**src/rtl/axi4_lite_write_master.sv**
```systemverilog
// AXI4-Lite write master: turns one CPU store into AW/W/B transactions, one outstanding write at a time.
// Define AXI_WR_TIMEOUT_EN to enable the TIMEOUT_CYCLES watchdog that aborts a stuck write with wr_err.
//
// state | meaning
// IDLE  | no write in flight, req_ready high, next req_valid is captured
// XFER  | AW and/or W still presenting; each valid drops on its own handshake
// RESP  | both handshakes done, BREADY high, waiting for BVALID
module axi4_lite_write_master #(
    parameter int ADDR_WIDTH     = 32,
    parameter int DATA_WIDTH     = 32,
    parameter int TIMEOUT_CYCLES = 256
) (
    input  logic                  clk,
    input  logic                  rst,
    input  logic                  req_valid,
    input  logic [ADDR_WIDTH-1:0] req_addr,
    input  logic [DATA_WIDTH-1:0] req_data,
    input  logic [3:0]            req_strb,
    output logic                  req_ready,
    output logic                  wr_done,
    output logic                  wr_err,
    output logic [ADDR_WIDTH-1:0] M_AXI_AWADDR,
    output logic                  M_AXI_AWVALID,
    input  logic                  M_AXI_AWREADY,
    output logic [DATA_WIDTH-1:0] M_AXI_WDATA,
    output logic [3:0]            M_AXI_WSTRB,
    output logic                  M_AXI_WVALID,
    input  logic                  M_AXI_WREADY,
    input  logic [1:0]            M_AXI_BRESP,
    input  logic                  M_AXI_BVALID,
    output logic                  M_AXI_BREADY
);

    typedef enum logic [1:0] {
        IDLE = 2'd0,
        XFER = 2'd1,
        RESP = 2'd2
    } state_t;

    state_t                state_q,   state_d;
    logic [ADDR_WIDTH-1:0] awaddr_q,  awaddr_d;
    logic [DATA_WIDTH-1:0] wdata_q,   wdata_d;
    logic [3:0]            wstrb_q,   wstrb_d;
    logic                  awvalid_q, awvalid_d;
    logic                  wvalid_q,  wvalid_d;
    logic                  bready_q,  bready_d;
    logic                  aw_done_q, aw_done_d;
    logic                  w_done_q,  w_done_d;
    logic                  wr_done_q, wr_done_d;
    logic                  wr_err_q,  wr_err_d;

    logic aw_hs;
    logic w_hs;
    logic b_hs;
    logic unused_bits;

    assign aw_hs = awvalid_q & M_AXI_AWREADY;
    assign w_hs  = wvalid_q  & M_AXI_WREADY;
    assign b_hs  = bready_q  & M_AXI_BVALID;

`ifdef AXI_WR_TIMEOUT_EN
    localparam int TW = (TIMEOUT_CYCLES > 1) ? $clog2(TIMEOUT_CYCLES) : 1;

    logic [TW-1:0] tmr_q, tmr_d;

    always_ff @(posedge clk or posedge rst) begin
        if (rst) begin
            tmr_q <= '0;
        end else begin
            tmr_q <= tmr_d;
        end
    end

    assign unused_bits = M_AXI_BRESP[0];
`else
    // Only BRESP[1] distinguishes error responses; the parameter is watchdog-only.
    assign unused_bits = M_AXI_BRESP[0] ^ (^TIMEOUT_CYCLES);
`endif

    always_ff @(posedge clk or posedge rst) begin
        if (rst) begin
            state_q   <= IDLE;
            awaddr_q  <= '0;
            wdata_q   <= '0;
            wstrb_q   <= '0;
            awvalid_q <= 1'b0;
            wvalid_q  <= 1'b0;
            bready_q  <= 1'b0;
            aw_done_q <= 1'b0;
            w_done_q  <= 1'b0;
            wr_done_q <= 1'b0;
            wr_err_q  <= 1'b0;
        end else begin
            state_q   <= state_d;
            awaddr_q  <= awaddr_d;
            wdata_q   <= wdata_d;
            wstrb_q   <= wstrb_d;
            awvalid_q <= awvalid_d;
            wvalid_q  <= wvalid_d;
            bready_q  <= bready_d;
            aw_done_q <= aw_done_d;
            w_done_q  <= w_done_d;
            wr_done_q <= wr_done_d;
            wr_err_q  <= wr_err_d;
        end
    end

    always_comb begin
        state_d   = state_q;
        awaddr_d  = awaddr_q;
        wdata_d   = wdata_q;
        wstrb_d   = wstrb_q;
        awvalid_d = awvalid_q;
        wvalid_d  = wvalid_q;
        bready_d  = bready_q;
        aw_done_d = aw_done_q;
        w_done_d  = w_done_q;
        wr_done_d = 1'b0;
        wr_err_d  = 1'b0;
`ifdef AXI_WR_TIMEOUT_EN
        tmr_d     = tmr_q;
`endif

        case (state_q)
            IDLE: begin
                if (req_valid) begin
                    awaddr_d  = req_addr;
                    wdata_d   = req_data;
                    wstrb_d   = req_strb;
                    awvalid_d = 1'b1;
                    wvalid_d  = 1'b1;
                    aw_done_d = 1'b0;
                    w_done_d  = 1'b0;
                    state_d   = XFER;
                end
            end
            XFER: begin
                if (aw_hs) begin
                    awvalid_d = 1'b0;
                    aw_done_d = 1'b1;
                end
                if (w_hs) begin
                    wvalid_d = 1'b0;
                    w_done_d = 1'b1;
                end
                // Channels finish independently; leave once both are through.
                if ((aw_done_q || aw_hs) && (w_done_q || w_hs)) begin
                    bready_d = 1'b1;
                    state_d  = RESP;
                end
            end
            RESP: begin
                if (b_hs) begin
                    bready_d  = 1'b0;
                    wr_done_d = 1'b1;
                    wr_err_d  = M_AXI_BRESP[1];
                    state_d   = IDLE;
                end
            end
            default: begin
                state_d = IDLE;
            end
        endcase

`ifdef AXI_WR_TIMEOUT_EN
        // Down-counter reloaded while idle; terminal count in XFER/RESP aborts unless B lands that cycle.
        if (state_q == IDLE) begin
            tmr_d = TW'(TIMEOUT_CYCLES - 1);
        end else begin
            tmr_d = tmr_q - TW'(1);
            if ((tmr_q == '0) && !b_hs) begin
                awvalid_d = 1'b0;
                wvalid_d  = 1'b0;
                bready_d  = 1'b0;
                wr_done_d = 1'b1;
                wr_err_d  = 1'b1;
                state_d   = IDLE;
            end
        end
`endif
    end

    assign req_ready     = (state_q == IDLE);
    assign wr_done       = wr_done_q;
    assign wr_err        = wr_err_q;
    assign M_AXI_AWADDR  = awaddr_q;
    assign M_AXI_AWVALID = awvalid_q;
    assign M_AXI_WDATA   = wdata_q;
    assign M_AXI_WSTRB   = wstrb_q;
    assign M_AXI_WVALID  = wvalid_q;
    assign M_AXI_BREADY  = bready_q;

endmodule

```
**config.mk**
```make
export PLATFORM = sky130hd
export DESIGN_NAME = axi4_lite_write_master
export DESIGN_NICKNAME = d
export VERILOG_FILES = /design/src/rtl/axi4_lite_write_master.sv
export SDC_FILE = /design/constraint.sdc
export NUM_CORES = 1
export LEC_CHECK = 0
export BUFFER_PORTS_ARGS = -buffer_cell sky130_fd_sc_hd__buf_2
export CAP_MARGIN = 20
export CORE_MARGIN = 1.5
export CORE_UTILIZATION = 29
export CTS_CLUSTER_DIAMETER = 80
export DETAILED_ROUTE_END_ITERATION = 10
export SLEW_MARGIN = 20
export SYNTH_ARGS = -nofsm -noshare
export SYNTH_HDL_FRONTEND = slang
export SYNTH_SLANG_ARGS = --single-unit
```
**constraint.sdc**
```tcl
create_clock -name clk -period 4.1 [get_ports clk]
set_input_delay 0.82 -clock clk [delete_from_list [all_inputs] [get_ports clk]]
set_output_delay 0.82 -clock clk [all_outputs]
set_load 0.005 [all_outputs]
```
==> metrics <==
switching pwr 905 uW; Hold Crit Depth 1; setup slack, reg-to-reg between 2000 and 2500 ps; crit path max fanout 69; Port Buf Inserts ~150; crit path from state_q[0]; Slowest-stage cell, CP and2_4; Clock transition at path regs 80 ps; Worst Clk Skew 5.42 ps; Routed Antenna Nets 0; core region area 9860 um^2; clock root buffer clkbuf_8; grt total ovfl 0; final worst-path cycle share 0.495; DR WL/cell 12.4 um; met2 GRT Util 0.196; CP endpoint kind register; Seq/Total Area, Yosys 0.648; r2r startpoint state_q[0]; status completed; sw frac 0.305; die height 104 um; RSZ-0062 raised after global routing no; syn_area_per_cell roughly 16 um^2; # rows 36; GPL Wtd Cong approximately 0.72; CTS sink cnt 77; gr busiest metal met2; top_reg_cell synth dfrtp_1; Synth cell types 20; Fin Setup TNS 0 ps; Logic pwr share 0.379; WS Path Type register to register; largest net degree at the start of global routing 70; Fmax 0.493 GHz; HP Class register to register; Leakage about 2.0 nW; worst path cell trace nor2_2 > and2_4 > mux2_2; CTS H-tree depth 3; DRT Wirelength between 5 and 6 mm; DR DRC count 0; Worst-Margin Slew just under 1000 ps; Initial Util 0.302; via density per instance 4.28; share of post-route cells with drive strength above 1 0.687; total of max-cap violations 0; grt met3 use 0.0276; nets@finish around 410; FILL cells a little under 1000; Reg-to-Reg End M_AXI_WDATA[13]; total iterations of the first detailed-routing run 4; Reg2Reg Depth 3; Max IR drop VDD 0.625 mV; Iter 0 DRT Violations between 90 and 100; Post-synth ARST share 1.00; CP required approximately 4300 ps; hold-fix buffers at CTS 0; Post-CTS Setup Inserts 0; via count 2034; Hold Path Origin M_AXI_AWADDR[2]; CTS resizes 0; count of final setup violators 0; Ports 150; PwrDens 744 nW/um^2; Critical Path AT approximately 2300 ps; Slew Viols, Final 0; clock network power share 0.171; Cell Area, Synth 2980 um^2; slowest stage delay, CP ~760 ps; min cycle time layout 2030 ps; full die area between 10000 and 15000 um^2; number of CTS-inserted buffers 9; startpoint types register; Syn Nets about 260; count of flip-flops with a built-in enable after synthesis 0; met1 GRT Util 0.138; Syn Inst Count 186; WHS Endpoint M_AXI_AWADDR[2]; number of diodes 0; Pint between 2 and 2.5 mW; Slew headroom 0.353; Seq cells post-synth just under 80; Clk Latency, worst-skew pair ~330 ps; first-pass GRT wire length about 10 mm; Sequential Power Share 0.450; clock buffer depth 2; all-layer global routing usage 0.116; HPWL Detailed about 4.2 mm; Synth warnings 0; antenna violations before repair 0; Area growth, synth to finish 34.2%; final hold vios 0; CTS tree built; number of global-route vias before repair 2136; Die X 104 um; Total Power roughly 3.0 mW
sequential cells by signal (all words and copies together), names as in the netlist:
name	flops
M_AXI_AWVALID	1
aw_done_q	1
w_done_q	1
M_AXI_WSTRB	4
state_q	2
M_AXI_AWADDR	32
wr_err	1
M_AXI_WDATA	32
wr_done	1
M_AXI_WVALID	1
M_AXI_BREADY	1
metrics by stage:
step	util	instance area, um^2	hold slack [ps]	setup WS, ps	std cells
global placement	0.387	3810	483	1830	459
CTS	0.405	3990	508	2070	475
detailed placement	0.387	3810	487	1800	459
finish	0.405	3990	502	2070	475
floorplan	-	2980	500	1310	186
global route	0.405	3990	513	1960	475
kinds of logic (layout without fill, tap and decap cells):
| group | after synthesis | in the layout | share of synthesized area |
|---|---|---|---|
| simple gates | 14 | 14 | 0.0236 |
| compound gates | 14 | 14 | 0.0286 |
| buf+inv | 13 | 169 | 0.0315 |
| mux | 68 | 68 | 0.269 |
| flops | 77 | 77 | 0.648 |
critical path, delay by kind of cell, from the launching register on:
family,cells,cell delay [ps]
flip-flops,1,490
multiplexers,1,430
AND/OR/NAND/NOR,2,920
routing by layer:
layer	routed length [um]	part of all wire	vias to the layer above
li1	-	-	957
met1	2520	0.43	984
met2	2910	0.49	82
met3	352	0.060	11
met4	104	0.018	0
met5	0	0	-
area by class of cell:
type | instances | area (um^2) | area share
repair buffers | 149 | 748 | 0.187
multi-input cells | 96 | 957 | 0.240
flip-flops and latches | 77 | 1930 | 0.483
clock inverters | 5 | 36.3 | 0.00909
clock buffers | 11 | 141 | 0.0354
inverters | 4 | 16.3 | 0.00407
well taps | 133 | 166 | 0.0417
how the worst max path moves through the flow:
stage,cells past startpoint,slack [ps],to
after floorplan,1,1310,M_AXI_AWADDR[0]
after CTS,3,2070,M_AXI_AWADDR[18]
after global routing,3,1960,M_AXI_AWADDR[8]
after global placement,3,1830,M_AXI_AWADDR[25]
final,3,2070,M_AXI_WDATA[13]
after detailed placement,3,1800,M_AXI_AWADDR[18]
synth_stat cells, types with 2 or more instances:
cell type  number  area share
a31oi_1         2      0.0042
nor3_1          2      0.0034
dfrtp_1        77        0.65
nor2_1          5      0.0063
buf_6           3       0.011
o21ai_0         4      0.0067
and2_1          2      0.0042
nand2b_1        2      0.0042
a21oi_1         4      0.0067
mux2_2         59        0.22
buf_4           6       0.015
mux2_4          9       0.045
inv_1           4      0.0050
power by group through the flow:
stage | registers [mW] | logic, mW | clock network [mW]
2_1_floorplan | 1.37 | 0.665 | 0
3_3_place_gp | 1.33 | 1.13 | 0
3_5_place_dp | 1.35 | 1.15 | 0
4_1_cts | 1.34 | 1.15 | 0.538
5_1_grt | 1.40 | 1.23 | 0.573
6_report | 1.34 | 1.12 | 0.509
cell usage in the layout (no fill, tap or decap), drive strengths merged:
master	count
a21boi	1
a21oi	4
a22o	1
a31oi	2
and2	2
buf	149
clkbuf	11
clkinv	3
clkinvlp	3
dfrtp	77
inv	3
mux2	68
nand2	1
nand2b	2
nor2	6
nor2b	1
nor3	2
o211ai	1
o21ai	4
o22a	1
Note: power is estimated with default switching activity, not from simulation.
